$ cat src/rtl/router_pkg.sv
// Shared definitions for the virtual-channel router: FSM encodings and default sizing.
package router_pkg;

    typedef enum logic [2:0] {
        ST_RESET  = 3'd0,
        ST_INIT   = 3'd1,
        ST_IDLE   = 3'd2,
        ST_ACTIVE = 3'd3,
        ST_ERROR  = 3'd4
    } state_t;

    localparam int DEF_BITNUMBER  = 6;
    localparam int DEF_NUM_VC     = 2;
    localparam int DEF_VC_LSB     = 5;
    localparam int DEF_NUM_DEST   = 2;
    localparam int DEF_D_LSB      = 4;
    localparam int DEF_MAIN_DEPTH = 8;
    localparam int DEF_VC_DEPTH   = 16;
    localparam int DEF_D_DEPTH    = 4;
    localparam int DEF_TH_W       = 4;

endpackage

$ cat src/rtl/fifo_flops.sv
// Flop-based FIFO with occupancy count and a programmable almost-full threshold.
module fifo_flops #(
    parameter int DEPTH = 4,
    parameter int WIDTH = 6,
    parameter int TH_W  = 4,
    localparam int AW   = $clog2(DEPTH),
    localparam int CW   = AW + 1
) (
    input  logic             i_clk,
    input  logic             i_reset,
    input  logic             i_wr_en,
    input  logic [WIDTH-1:0] i_wr_data,
    input  logic             i_rd_en,
    input  logic [TH_W-1:0]  i_umbral,
    output logic [WIDTH-1:0] o_rd_data,
    output logic [CW-1:0]    o_count,
    output logic             o_full,
    output logic             o_empty,
    output logic             o_almost_full
);

    logic [WIDTH-1:0] r_mem [DEPTH];
    logic [AW-1:0]    r_wr_ptr;
    logic [AW-1:0]    r_rd_ptr;
    logic [CW-1:0]    r_count;
    logic             w_rd;
    logic             w_wr;

    assign o_count   = r_count;
    assign o_full    = (r_count == CW'(DEPTH));
    assign o_empty   = (r_count == '0);
    assign o_rd_data = r_mem[r_rd_ptr];
    // A zero threshold disables almost-full so the FIFO only blocks when completely full.
    assign o_almost_full = (i_umbral != '0) && (32'(r_count) >= 32'(i_umbral));

    // A read frees a slot in the same cycle, so a full FIFO may accept a concurrent write.
    assign w_rd = i_rd_en && !o_empty;
    assign w_wr = i_wr_en && (!o_full || w_rd);

    always_ff @(posedge i_clk) begin
        if (i_reset) begin
            r_wr_ptr <= '0;
            r_rd_ptr <= '0;
            r_count  <= '0;
        end else begin
            if (w_wr) r_wr_ptr <= r_wr_ptr + AW'(1);
            if (w_rd) r_rd_ptr <= r_rd_ptr + AW'(1);
            case ({w_wr, w_rd})
                2'b10:   r_count <= r_count + CW'(1);
                2'b01:   r_count <= r_count - CW'(1);
                default: r_count <= r_count;
            endcase
        end
    end

    always_ff @(posedge i_clk) begin
        if (w_wr) r_mem[r_wr_ptr] <= i_wr_data;
    end

endmodule

$ cat src/rtl/vc_router_param.sv
// Main FIFO -> per-VC FIFOs -> per-destination FIFOs, with threshold-based back-pressure
// and a control FSM that blocks all movement in RESET and ERROR.
module vc_router_param
    import router_pkg::*;
#(
    parameter int BITNUMBER  = DEF_BITNUMBER,
    parameter int NUM_VC     = DEF_NUM_VC,
    parameter int VC_LSB     = DEF_VC_LSB,
    parameter int NUM_DEST   = DEF_NUM_DEST,
    parameter int D_LSB      = DEF_D_LSB,
    parameter int MAIN_DEPTH = DEF_MAIN_DEPTH,
    parameter int VC_DEPTH   = DEF_VC_DEPTH,
    parameter int D_DEPTH    = DEF_D_DEPTH,
    parameter int TH_W       = DEF_TH_W
) (
    input  logic                          clk,
    input  logic                          reset,
    input  logic                          init,
    input  logic [TH_W-1:0]               umbral_main,
    input  logic [TH_W-1:0]               umbral_vc,
    input  logic [TH_W-1:0]               umbral_d,
    input  logic                          push,
    input  logic [BITNUMBER-1:0]          data_in,
    input  logic [NUM_DEST-1:0]           pop,
    output logic [NUM_DEST*BITNUMBER-1:0] data_out,
    output logic [NUM_DEST-1:0]           valid_out,
    output logic [NUM_DEST-1:0]           d_can_pop,
    output logic                          main_pause,
    output logic [2:0]                    state,
    output logic                          error
);

    localparam int VCW = $clog2(NUM_VC);
    localparam int DW  = $clog2(NUM_DEST);
    localparam int MCW = $clog2(MAIN_DEPTH) + 1;
    localparam int VCC = $clog2(VC_DEPTH) + 1;
    localparam int DCW = $clog2(D_DEPTH) + 1;

    state_t                          r_state;
    logic                            r_error;
    logic [TH_W-1:0]                 r_um_main;
    logic [TH_W-1:0]                 r_um_vc;
    logic [TH_W-1:0]                 r_um_d;
    logic [NUM_DEST*BITNUMBER-1:0]   r_data_out;
    logic [NUM_DEST-1:0]             r_valid_out;

    logic                            w_run;
    logic                            w_any;
    logic                            w_err_evt;

    logic                            w_main_wr;
    logic                            w_main_rd;
    logic [BITNUMBER-1:0]            w_main_head;
    logic [MCW-1:0]                  w_main_count;
    logic                            w_main_full;
    logic                            w_main_empty;
    logic                            w_main_af;
    logic [VCW-1:0]                  w_head_vc;

    logic [NUM_VC-1:0]               w_vc_wr;
    logic [NUM_VC-1:0]               w_vc_rd;
    logic [BITNUMBER-1:0]            w_vc_head [NUM_VC];
    logic [VCC-1:0]                  w_vc_count [NUM_VC];
    logic [NUM_VC-1:0]               w_vc_full;
    logic [NUM_VC-1:0]               w_vc_empty;
    logic [NUM_VC-1:0]               w_vc_af;
    logic [DW-1:0]                   w_vc_dest [NUM_VC];
    logic [NUM_VC-1:0]               w_vc_ok;

    logic                            w_xfer;
    logic [VCW-1:0]                  w_sel_vc;
    logic [DW-1:0]                   w_sel_dest;
    logic [BITNUMBER-1:0]            w_xfer_data;

    logic [NUM_DEST-1:0]             w_d_wr;
    logic [NUM_DEST-1:0]             w_d_rd;
    logic [BITNUMBER-1:0]            w_d_head [NUM_DEST];
    logic [DCW-1:0]                  w_d_count [NUM_DEST];
    logic [NUM_DEST-1:0]             w_d_full;
    logic [NUM_DEST-1:0]             w_d_empty;
    logic [NUM_DEST-1:0]             w_d_af;

    assign w_run = (r_state != ST_RESET) && (r_state != ST_ERROR);

    // Push into main; a push against a full main FIFO is dropped and flagged.
    assign w_main_wr = w_run && push && !w_main_full;

    fifo_flops #(.DEPTH(MAIN_DEPTH), .WIDTH(BITNUMBER), .TH_W(TH_W)) u_main (
        .i_clk         (clk),
        .i_reset       (reset),
        .i_wr_en       (w_main_wr),
        .i_wr_data     (data_in),
        .i_rd_en       (w_main_rd),
        .i_umbral      (r_um_main),
        .o_rd_data     (w_main_head),
        .o_count       (w_main_count),
        .o_full        (w_main_full),
        .o_empty       (w_main_empty),
        .o_almost_full (w_main_af)
    );

    // The main head stalls whenever its VC cannot take it, blocking everything behind it.
    assign w_head_vc = w_main_head[VC_LSB +: VCW];
    assign w_main_rd = w_run && !w_main_empty && !w_vc_full[w_head_vc] && !w_vc_af[w_head_vc];

    for (genvar v = 0; v < NUM_VC; v++) begin : g_vc
        assign w_vc_wr[v]   = w_main_rd && (w_head_vc == VCW'(v));
        assign w_vc_rd[v]   = w_xfer && (w_sel_vc == VCW'(v));
        assign w_vc_dest[v] = w_vc_head[v][D_LSB +: DW];
        assign w_vc_ok[v]   = !w_vc_empty[v] && !w_d_full[w_vc_dest[v]] && !w_d_af[w_vc_dest[v]];

        fifo_flops #(.DEPTH(VC_DEPTH), .WIDTH(BITNUMBER), .TH_W(TH_W)) u_vc (
            .i_clk         (clk),
            .i_reset       (reset),
            .i_wr_en       (w_vc_wr[v]),
            .i_wr_data     (w_main_head),
            .i_rd_en       (w_vc_rd[v]),
            .i_umbral      (r_um_vc),
            .o_rd_data     (w_vc_head[v]),
            .o_count       (w_vc_count[v]),
            .o_full        (w_vc_full[v]),
            .o_empty       (w_vc_empty[v]),
            .o_almost_full (w_vc_af[v])
        );
    end

    // Fixed priority: scanning downward lets the lowest eligible VC index win.
    always_comb begin
        w_xfer   = 1'b0;
        w_sel_vc = '0;
        for (int v = NUM_VC - 1; v >= 0; v--) begin
            if (w_vc_ok[v]) begin
                w_xfer   = w_run;
                w_sel_vc = VCW'(v);
            end
        end
    end

    assign w_sel_dest  = w_vc_dest[w_sel_vc];
    assign w_xfer_data = w_vc_head[w_sel_vc];

    for (genvar d = 0; d < NUM_DEST; d++) begin : g_dest
        assign w_d_wr[d] = w_xfer && (w_sel_dest == DW'(d));
        assign w_d_rd[d] = w_run && pop[d] && !w_d_empty[d];

        fifo_flops #(.DEPTH(D_DEPTH), .WIDTH(BITNUMBER), .TH_W(TH_W)) u_d (
            .i_clk         (clk),
            .i_reset       (reset),
            .i_wr_en       (w_d_wr[d]),
            .i_wr_data     (w_xfer_data),
            .i_rd_en       (w_d_rd[d]),
            .i_umbral      (r_um_d),
            .o_rd_data     (w_d_head[d]),
            .o_count       (w_d_count[d]),
            .o_full        (w_d_full[d]),
            .o_empty       (w_d_empty[d]),
            .o_almost_full (w_d_af[d])
        );
    end

    always_comb begin
        w_any = (w_main_count != '0);
        for (int v = 0; v < NUM_VC; v++) w_any = w_any || (w_vc_count[v] != '0);
        for (int d = 0; d < NUM_DEST; d++) w_any = w_any || (w_d_count[d] != '0);
    end

    assign w_err_evt = w_run && ((push && w_main_full) || ((pop & w_d_empty) != '0));

    // Registered read port: valid pulses for one cycle, data holds between reads.
    always_ff @(posedge clk) begin
        if (reset) begin
            r_data_out  <= '0;
            r_valid_out <= '0;
        end else begin
            for (int d = 0; d < NUM_DEST; d++) begin
                r_valid_out[d] <= w_d_rd[d];
                if (w_d_rd[d]) r_data_out[d*BITNUMBER +: BITNUMBER] <= w_d_head[d];
            end
        end
    end

    always_ff @(posedge clk) begin
        if (reset) begin
            r_state   <= ST_RESET;
            r_error   <= 1'b0;
            r_um_main <= '0;
            r_um_vc   <= '0;
            r_um_d    <= '0;
        end else begin
            if (w_err_evt) r_error <= 1'b1;
            if (w_err_evt || r_error) begin
                r_state <= ST_ERROR;
            end else begin
                case (r_state)
                    ST_RESET: r_state <= ST_INIT;
                    ST_INIT: begin
                        if (init) begin
                            r_um_main <= umbral_main;
                            r_um_vc   <= umbral_vc;
                            r_um_d    <= umbral_d;
                        end else begin
                            r_state <= ST_IDLE;
                        end
                    end
                    ST_IDLE, ST_ACTIVE: begin
                        if (init)       r_state <= ST_INIT;
                        else if (w_any) r_state <= ST_ACTIVE;
                        else            r_state <= ST_IDLE;
                    end
                    default: r_state <= r_state;
                endcase
            end
        end
    end

    assign main_pause = w_main_af || w_main_full || (w_vc_af != '0) || (w_vc_full != '0);
    assign d_can_pop  = ~w_d_empty;
    assign data_out   = r_data_out;
    assign valid_out  = r_valid_out;
    assign state      = r_state;
    assign error      = r_error;

endmodule

$ cat config.mk
export PLATFORM = sky130hd
export DESIGN_NAME = vc_router_param
export DESIGN_NICKNAME = d
export VERILOG_FILES = /design/src/rtl/router_pkg.sv /design/src/rtl/fifo_flops.sv /design/src/rtl/vc_router_param.sv
export SDC_FILE = /design/constraint.sdc
export NUM_CORES = 1
export LEC_CHECK = 0
export CAP_MARGIN = 20
export CORE_MARGIN = 5
export CORE_UTILIZATION = 60
export DETAILED_ROUTE_END_ITERATION = 10
export HOLD_SLACK_MARGIN = 0.05
export PLACE_DENSITY = 0.76
export SLEW_MARGIN = 0
export SYNTH_ARGS = -nofsm -noshare
export SYNTH_HDL_FRONTEND = slang
export SYNTH_SLANG_ARGS = --single-unit
$ cat constraint.sdc
create_clock -name clk -period 5.1 [get_ports clk]
set_clock_uncertainty 0.2 [all_clocks]
set_input_delay 1.02 -clock clk [delete_from_list [all_inputs] [get_ports clk]]
set_output_delay 1.02 -clock clk [all_outputs]
set_load 0.02 [all_outputs]
======== Word-level counts from Yosys, hierarchy flattened ========
Memory sizes are Yosys's and may differ from the RTL's. A register that Yosys moved wholly into a read port is not among the register bits.
Index checks and enable logic that the tools add are counted.
operators by class
  reduce and logical (&&, ||, !) cells .... 97
  order comparisons ....................... 9
  add/sub/neg operators ................... 20
  equal/unequal tests ..................... 21
  bitwise operators ....................... 7
  muxes and demuxes ....................... 48
operator list
  cell                                                  count
  logical AND 1 bit                                     37
  2-to-1 mux 1 bit                                      30
  adder 4 x 1 -> 4 bit (second input constant)          5
  one-hot mux 5 bit (2 select lines)                    2
  nonzero test 4 bit                                    5
  2-to-1 mux 6 bit                                      3
  zero test 1 bit                                       16
  2-to-1 mux 4 bit                                      4
  nonzero test 2 bit                                    8
  logical OR 1 bit                                      14
  adder 3 x 1 -> 3 bit (second input constant)          4
  2-to-1 mux 3 bit                                      4
  one-hot mux 3 bit (2 select lines)                    2
  nonzero test 3 bit                                    4
  adder 5 x 1 -> 5 bit (second input constant)          2
  equality test 2 x 1 -> 1 bit (second input constant)  5
  equality test 2 bit (second input constant)           5
  equality test 5 bit (second input constant)           2
  >= comparator 5 x 4 -> 1 bit                          2
  zero test 5 bit                                       2
  nonzero test 5 bit                                    2
  subtractor 5 x 1 -> 5 bit (second input constant)     2
  zero test 3 bit                                       3
  one-hot mux 3 bit (3 select lines)                    1
  23 further kinds                                      38
storage, ports and cells
  bits in registers ....................... 68
  memories kept ........................... 5
  bits in writable memories ............... 288
  word-level logic and storage cells ...... 229
  bits of input ports ..................... 24
  output and inout port bits .............. 21
memories
  name                 words  width  read ports  clocked after Yosys merged registers in  write ports  RTL line          source
  g_vc[0].u_vc.r_mem   16     6      1           1                                        1            fifo_flops.sv:22  logic [WIDTH-1:0] r_mem [DEPTH];
  g_vc[1].u_vc.r_mem   16     6      1           1                                        1            fifo_flops.sv:22
  u_main.r_mem         8      6      1           1                                        1            fifo_flops.sv:22
  g_dest[0].u_d.r_mem  4      6      1           1                                        1            fifo_flops.sv:22
  g_dest[1].u_d.r_mem  4      6      1           1                                        1            fifo_flops.sv:22

======== Longest topological paths before layout ========
  depth after elaboration ................. 17
  mapped depth ............................ 19
  mapped depth without buffers ............ 17

======== Modules after synthesis ========
A second synthesis with hierarchy kept.
second synthesis, totals
  cells, all modules ...................... 1100
  area total of the unflattened synthesis .. 16493.3 µm²
modules (own cells, without submodules)
  module                          cells an instance  times used  area each (µm²)  seq. area each (µm²)
  fifo_flops at g_vc[0].u_vc ...  291                2           4752.1           3223.1
  fifo_flops at u_main            168                1           2653.8           1701.6
  fifo_flops at g_dest[0].u_d     105                1           1497.7           900.9
  fifo_flops at g_dest[1].u_d     100                1           1476.4           900.9
  vc_router_param                 145                1           1361.3           600.6

======== Worst setup path after synthesis ========
OpenSTA, ideal clock, no wires.
  kind .................................... reg-to-reg
  start ................................... reg g_dest[0].u_d.r_count[0]
  end ..................................... reg g_vc[1].u_vc.r_count[4]
  data required time ...................... 4.830 ns
  clock period less this slack ............ 3.792 ns
  arrival time ............................ 3.522 ns
  stages on the path, launching flop included .. 19
  buffers on the path ..................... 1
  library setup time ...................... 0.070 ns
  path slack .............................. 1.308 ns
  cell sequence ........................... dfxtp_1 > inv_1 > ha_1 > nand2b_1 > a211oi_1 > o31ai_1 > mux2_2 > o2111ai_2 > inv_2 > ha_1 > clkbuf_1 > xor2_1 > ha_1 > o21ai_0 > a21oi_1 > a21oi_1 > xor2_1 > or3_1 > a21oi_1
on the way
  word-level cells in the longest chain between the ends .. 14
  elaborated cells on any way between the ends .. 31
  those cells by class .................... order compare: 1; eq/ne: 3; mux: 13; reduce/logical: 14
RTL lines
  what                                                                       RTL line                                  source
  from (decl)                                                                fifo_flops.sv:25                          logic [CW-1:0] r_count;
  from (signal assigned)                                                     fifo_flops.sv:49                          2'b10: r_count <= r_count + CW'(1);
  from (signal assigned)                                                     fifo_flops.sv:50                          2'b01: r_count <= r_count - CW'(1);
  from (signal assigned)                                                     fifo_flops.sv:51                          default: r_count <= r_count;
  >= comparator 3 x 4 -> 1 bit or equality test 3 bit (tied branches)        fifo_flops.sv:34, fifo_flops.sv:30
  logical AND 1 bit or 2-to-1 mux 1 bit (tied branches)                      fifo_flops.sv:34, vc_router_param.sv:110
  2-to-1 mux 1 bit (implied by the code)                                     vc_router_param.sv:110                    assign w_vc_ok[v] = !w_vc_empty[v] && !w_d_full[w_vc_dest[v]] && !w_d_af[w_vc_dest[v]];
  2-to-1 mux 1 bit (implied by the code) or zero test 1 bit (tied branches)  vc_router_param.sv:110
  zero test 1 bit or logical AND 1 bit (tied branches)                       vc_router_param.sv:110
  logical AND 1 bit                                                          vc_router_param.sv:110
  2-to-1 mux 1 bit (2 in series)                                             vc_router_param.sv:132                    if (w_vc_ok[v]) begin
  logical AND 1 bit (*)                                                      vc_router_param.sv:108                    assign w_vc_rd[v] = w_xfer && (w_sel_vc == VCW'(v));
  logical AND 1 bit (*)                                                      fifo_flops.sv:37                          assign w_rd = i_rd_en && !o_empty;
  net g_vc[1].u_vc.w_rd                                                      fifo_flops.sv:26                          logic w_rd;
  logical OR 1 bit                                                           fifo_flops.sv:38                          assign w_wr = i_wr_en && (!o_full || w_rd);
  logical AND 1 bit                                                          fifo_flops.sv:38
  equality test 2 x 1 -> 1 bit or equality test 2 bit (tied branches)        fifo_flops.sv:48                          case ({w_wr, w_rd})
  one-hot mux 5 bit (2 select lines) or nonzero test 2 bit (tied branches)   n/a
  to (signal assigned)                                                       fifo_flops.sv:49
  to (signal assigned)                                                       fifo_flops.sv:50
  to (signal assigned)                                                       fifo_flops.sv:51
  to (decl)                                                                  fifo_flops.sv:25
Mark *: on every way through the listed nets, which the timed path passes. The rest lies on a longest branch. The select of a mux whose other input is x is not followed.
A chain may end at the register's enable or synchronous reset.

======== Final worst setup path ========
  start ................................... reg g_vc[0].u_vc.r_count[0]
  end ..................................... out main_pause
on the way
  word-level cells in the longest chain between the ends .. 5
  elaborated cells on any way between the ends .. 7
  those cells by class .................... order compare: 1; eq/ne: 1; reduce/logical: 5
RTL lines
  what                          RTL line                source
  from (decl)                   fifo_flops.sv:25
  from (signal assigned)        fifo_flops.sv:49
  from (signal assigned)        fifo_flops.sv:50
  from (signal assigned)        fifo_flops.sv:51
  >= comparator 5 x 4 -> 1 bit  fifo_flops.sv:34        assign o_almost_full = (i_umbral != '0) && (32'(r_count) >= 32'(i_umbral));
  logical AND 1 bit             fifo_flops.sv:34
  nonzero test 2 bit            vc_router_param.sv:216  assign main_pause = w_main_af || w_main_full || (w_vc_af != '0) || (w_vc_full != '0);
  logical OR 1 bit              vc_router_param.sv:216
  logical OR 1 bit (*)          vc_router_param.sv:216
  to (decl)                     vc_router_param.sv:28   output logic main_pause,
Mark *: on every way between the ends. The rest lies on a longest branch, timed or not.

==> impl_metrics.yaml <==
logic_synthesis:
  synth.ff_latch_count: 379
  synth-seq-area-share_pct: 66.3
  post-synth-top-area-cell: "sky130_fd_sc_hd__edfxtp_1"
  net_count_after_synthesis: 1080
  yosysUniqueCellTypes: 54
  ys_top_cells_by_area: "sky130_fd_sc_hd__edfxtp_1 (55%), sky130_fd_sc_hd__mux4_2 (12%), sky130_fd_sc_hd__dfxtp_1 (12%)"
  synthDominantCellAreaShare_pct: 54.7
  avgSynthCellArea_sq_um: 15.8
  synth_edf_count: 288
  yosysWarningCount: 0
  ys_async_sr_fraction_pct: 0
  netlist_area_before_placement_sq_mm: 0.0158
  synth_ff_type: "sky130_fd_sc_hd__edfxtp_1"
  syn_inst: 1003
global_route:
  globalRouteOverflowTotal: 0
  grt_antenna_before_repair: 0
  first_pass_grt_wire_length_mm: 48.2
  grt_use_total_pct: 21.3
  number_of_global_route_vias_before_repair: 8497
  grt_max_degree: 44
sta:
  final_max_slew_viol_count: 0
  finalHoldWorstSlack_ps: 257
  maxSlewHeadroom_pct: 37.5
  setup_total_negative_slack_ps: 0
  report.final.hold_viol_count: 0
  final.min_clock_period_ps: 4510
  rsz0062_at_grt: "no"
  fmax_mhz: 222
  max_slew.worst_pin.slew_ps: 930
  setup_slack_ps: 588
  finalSetupViolations: 0
  final.period_utilization_pct: 88.5
cts:
  post_cts.resized_instances: 0
  clk_path_buf_depth: 3
  clk_root_buffer_cell: "sky130_fd_sc_hd__clkbuf_16"
  clock_insertion_delay_worst_skew_ps: 530
  post_cts.repair.setup_buffers: 0
  tritoncts: "done"
  clk_pin_slew_worst_paths_ps: 60
  tritoncts.num_buffers: 39
  clock_sink_count: 379
  cts_hold_repair_buffers: 0
  cts_max_level: 2
cells_and_area:
  final_layout_size_suffix_gt1_share_pct: 16.3
  antenna_cells: 0
  fillCellCount: 1692
  mostFrequentLayoutCells: "sky130_fd_sc_hd__edfxtp_1 (288), sky130_fd_sc_hd__dfxtp_1 (91), sky130_fd_sc_hd__mux4_2 (82), sky130_fd_sc_hd__nor2_1 (73), sky130_fd_sc_hd__ha_1 (50)"
  final_common_cell: "sky130_fd_sc_hd__edfxtp_1"
  fin_util_pct: 68.6
  areaGrowthSynthToFinish_pct: 12.7
  fin_nets: 1142
worst_setup_path:
  r2r_setup_slack_ps: 760
  capturing_element_type_of_the_critical_path: "output port"
  worstRegToRegCells: 12
  critPathLaunchType: "register"
  cp.required_ps: 3880
  crit_arrival_ps: 3290
  path_common_cell: "sky130_fd_sc_hd__a21o_1"
  critical-path-max-stage-delay_ps: 580
  cell_by_cell_trace_of_the_critical_path: "inv_1 > ha_1 > nand2b_1 > a21o_1 > a21o_1 > a21oi_1 > o21ai_0 > or3_1 > clkdlybuf4s50_1"
  r2r-end: "g_vc[0].u_vc.o_count[2]$_SDFFE_PP0P_"
  slowest_stage: "sky130_fd_sc_hd__clkdlybuf4s50_1"
  timing.critical_path.fanout_max: 5
  setup.worst_path.class: "register to output port"
run_status:
  run_status: "finished, final reports clean"
worst_hold_path:
  worstHoldPathCells: 2
  min_from: "data_out[8]$_SDFFE_PP0P_"
  holdPathEnd: "data_out[8]$_SDFFE_PP0P_"
  holdCritPathClass: "register to register"
routing:
  routed_wire_length_per_instance_microns: 21.5
  drt_pre_antenna_iters: 5
  num_vias: 8563
  postRouteAntennaNets: 0
  first_iter_violations: 635
  drc_errors: 0
  drt_wl_total_mm: 30.7
  avgViaCountPerCell: 6.00
placed_design:
  gp_congestion: 0.794
  place_worst_setup_slack_ps: 814
  detailedPlacementHpwl_mm: 20.5
  numPortBuffers: 44
pwr:
  pwr_density_cell_mw_per_mm2: 389
  vdd.ir_drop.worst_v: 0.000342
  power_uw: 6930
  p_leak_uw: 0.00590
floorplanning:
  rows: 59
  starting_utilization_of_the_core_area_pct: 60.8
  die_width_microns: 172
  floorplan.die.height_microns: 172
  core_area_sq_mm: 0.0260
  io_pins: 45
  die-area_sq_mm: 0.0297
flow_run:
  cap_violations: 0
## worst max-delay path: cells and delay by family (launching register included)
kind            cells  cell delay, ps
buf+inv             2             650
flops               1             440
compound gates      4             850
simple gates        2             550
fa+ha+maj           1             280
## through the flow
step	std cells	cell area [sq um]
floorplan	1003	15800
global placement	1358	16600
detailed placement	1358	16600
CTS	1427	17800
global route	1428	17800
finish	1428	17800
## synth_stat cells, types with 2 or more instances
cell type and count:
sky130_fd_sc_hd__nand2_1 48, sky130_fd_sc_hd__a31oi_1 2, sky130_fd_sc_hd__nor3_1 12, sky130_fd_sc_hd__nand2b_1 13, sky130_fd_sc_hd__a21o_1 9, sky130_fd_sc_hd__a22oi_1 3
sky130_fd_sc_hd__or2_2 3, sky130_fd_sc_hd__and2_1 10, sky130_fd_sc_hd__nor4_1 6, sky130_fd_sc_hd__buf_2 6, sky130_fd_sc_hd__o31a_1 2, sky130_fd_sc_hd__fa_1 3
sky130_fd_sc_hd__clkbuf_1 26, sky130_fd_sc_hd__clkinv_1 2, sky130_fd_sc_hd__mux2i_1 24, sky130_fd_sc_hd__xor2_1 20, sky130_fd_sc_hd__o21ai_0 18, sky130_fd_sc_hd__o22ai_1 2
sky130_fd_sc_hd__nor2b_1 11, sky130_fd_sc_hd__inv_1 39, sky130_fd_sc_hd__a2111oi_0 2, sky130_fd_sc_hd__o2111ai_1 3, sky130_fd_sc_hd__buf_1 7, sky130_fd_sc_hd__nor2_1 73
sky130_fd_sc_hd__edfxtp_1 288, sky130_fd_sc_hd__a211oi_1 3, sky130_fd_sc_hd__o31ai_1 4, sky130_fd_sc_hd__or3_1 14, sky130_fd_sc_hd__xnor2_1 10, sky130_fd_sc_hd__mux4_2 82
sky130_fd_sc_hd__o211a_1 2, sky130_fd_sc_hd__mux2_2 14, sky130_fd_sc_hd__and3_1 28, sky130_fd_sc_hd__nand3_1 11, sky130_fd_sc_hd__a21oi_1 43, sky130_fd_sc_hd__dfxtp_1 91
sky130_fd_sc_hd__ha_1 50, sky130_fd_sc_hd__o211ai_1 3
## how the worst max path moves through the flow
stage                                          startpoint                              endpoint  slack [ps]
floorplan           g_dest[0].u_d.o_count[0]$_SDFFE_PP0P_  g_vc[1].u_vc.o_count[4]$_SDFFE_PP0P_        1310
global placement                                 register  g_vc[1].u_vc.o_count[4]$_SDFFE_PP0P_         930
detailed placement                               register  g_vc[0].u_vc.o_count[2]$_SDFFE_PP0P_         810
CTS                  g_vc[0].u_vc.o_count[0]$_SDFFE_PP0P_                            main_pause         600
global route                                     register  g_vc[1].u_vc.o_count[4]$_SDFFE_PP0P_         410
finish               g_vc[0].u_vc.o_count[0]$_SDFFE_PP0P_                            main_pause         590
## metal layers
| layer | track usage (%) | wire (microns) | part of all wire (%) |
|---|---|---|---|
| met1 | 30.6 | 13200 | 43 |
| met2 | 34.6 | 14900 | 49 |
| met3 | 3.45 | 1840 | 6.0 |
| met4 | 5.74 | 700 | 2.3 |
| met5 | 0 | 0 | 0 |
## area by class of cell
cell class / instances / area [sq um] / share of cell area (%)
multi-input combinational: 542 / 5020 / 28.2
clock buffer: 59 / 1120 / 6.31
timing repair buffer: 61 / 561 / 3.15
clock inverter: 10 / 60.1 / 0.337
tap: 335 / 419 / 2.35
inverter: 42 / 158 / 0.885
sequential: 379 / 10500 / 58.8
## state kept, by name, summed over array words and instances (netlist names), 4 cells and up, named ones only
register / flops
g_dest.u_d.r_rd_ptr: 4
u_main.o_count: 4
u_main.r_mem: 48
g_dest.u_d.o_count: 6
r_um_main: 4
data_out: 12
g_dest.u_d.r_mem: 48
g_vc.u_vc.r_rd_ptr: 8
g_dest.u_d.r_wr_ptr: 4
g_vc.u_vc.o_count: 10
r_um_vc: 4
g_vc.u_vc.r_wr_ptr: 8
g_vc.u_vc.r_mem: 192
r_um_d: 4
## where the power goes
group | internal, uW | switching [uW] | total [uW]
registers | 3500 | 57.4 | 3560
logic | 274 | 472 | 746
clock network | 1520 | 1100 | 2620
total | 5300 | 1630 | 6930
## kinds of logic (layout without fill, tap and decap cells)
kind of cell,count (synthesis),after routing,share of synthesized area [%]
XOR/XNOR,30,30,1.66
multiplexers,122,122,14.4
AO/OA/AOI/OAI,101,101,3.98
flip-flops,379,379,66.3
adder cells (fa/ha/maj),53,53,4.34
buffers and inverters,82,172,2.02
AND/OR/NAND/NOR,236,236,7.35
(Power assumes the default switching activity.)
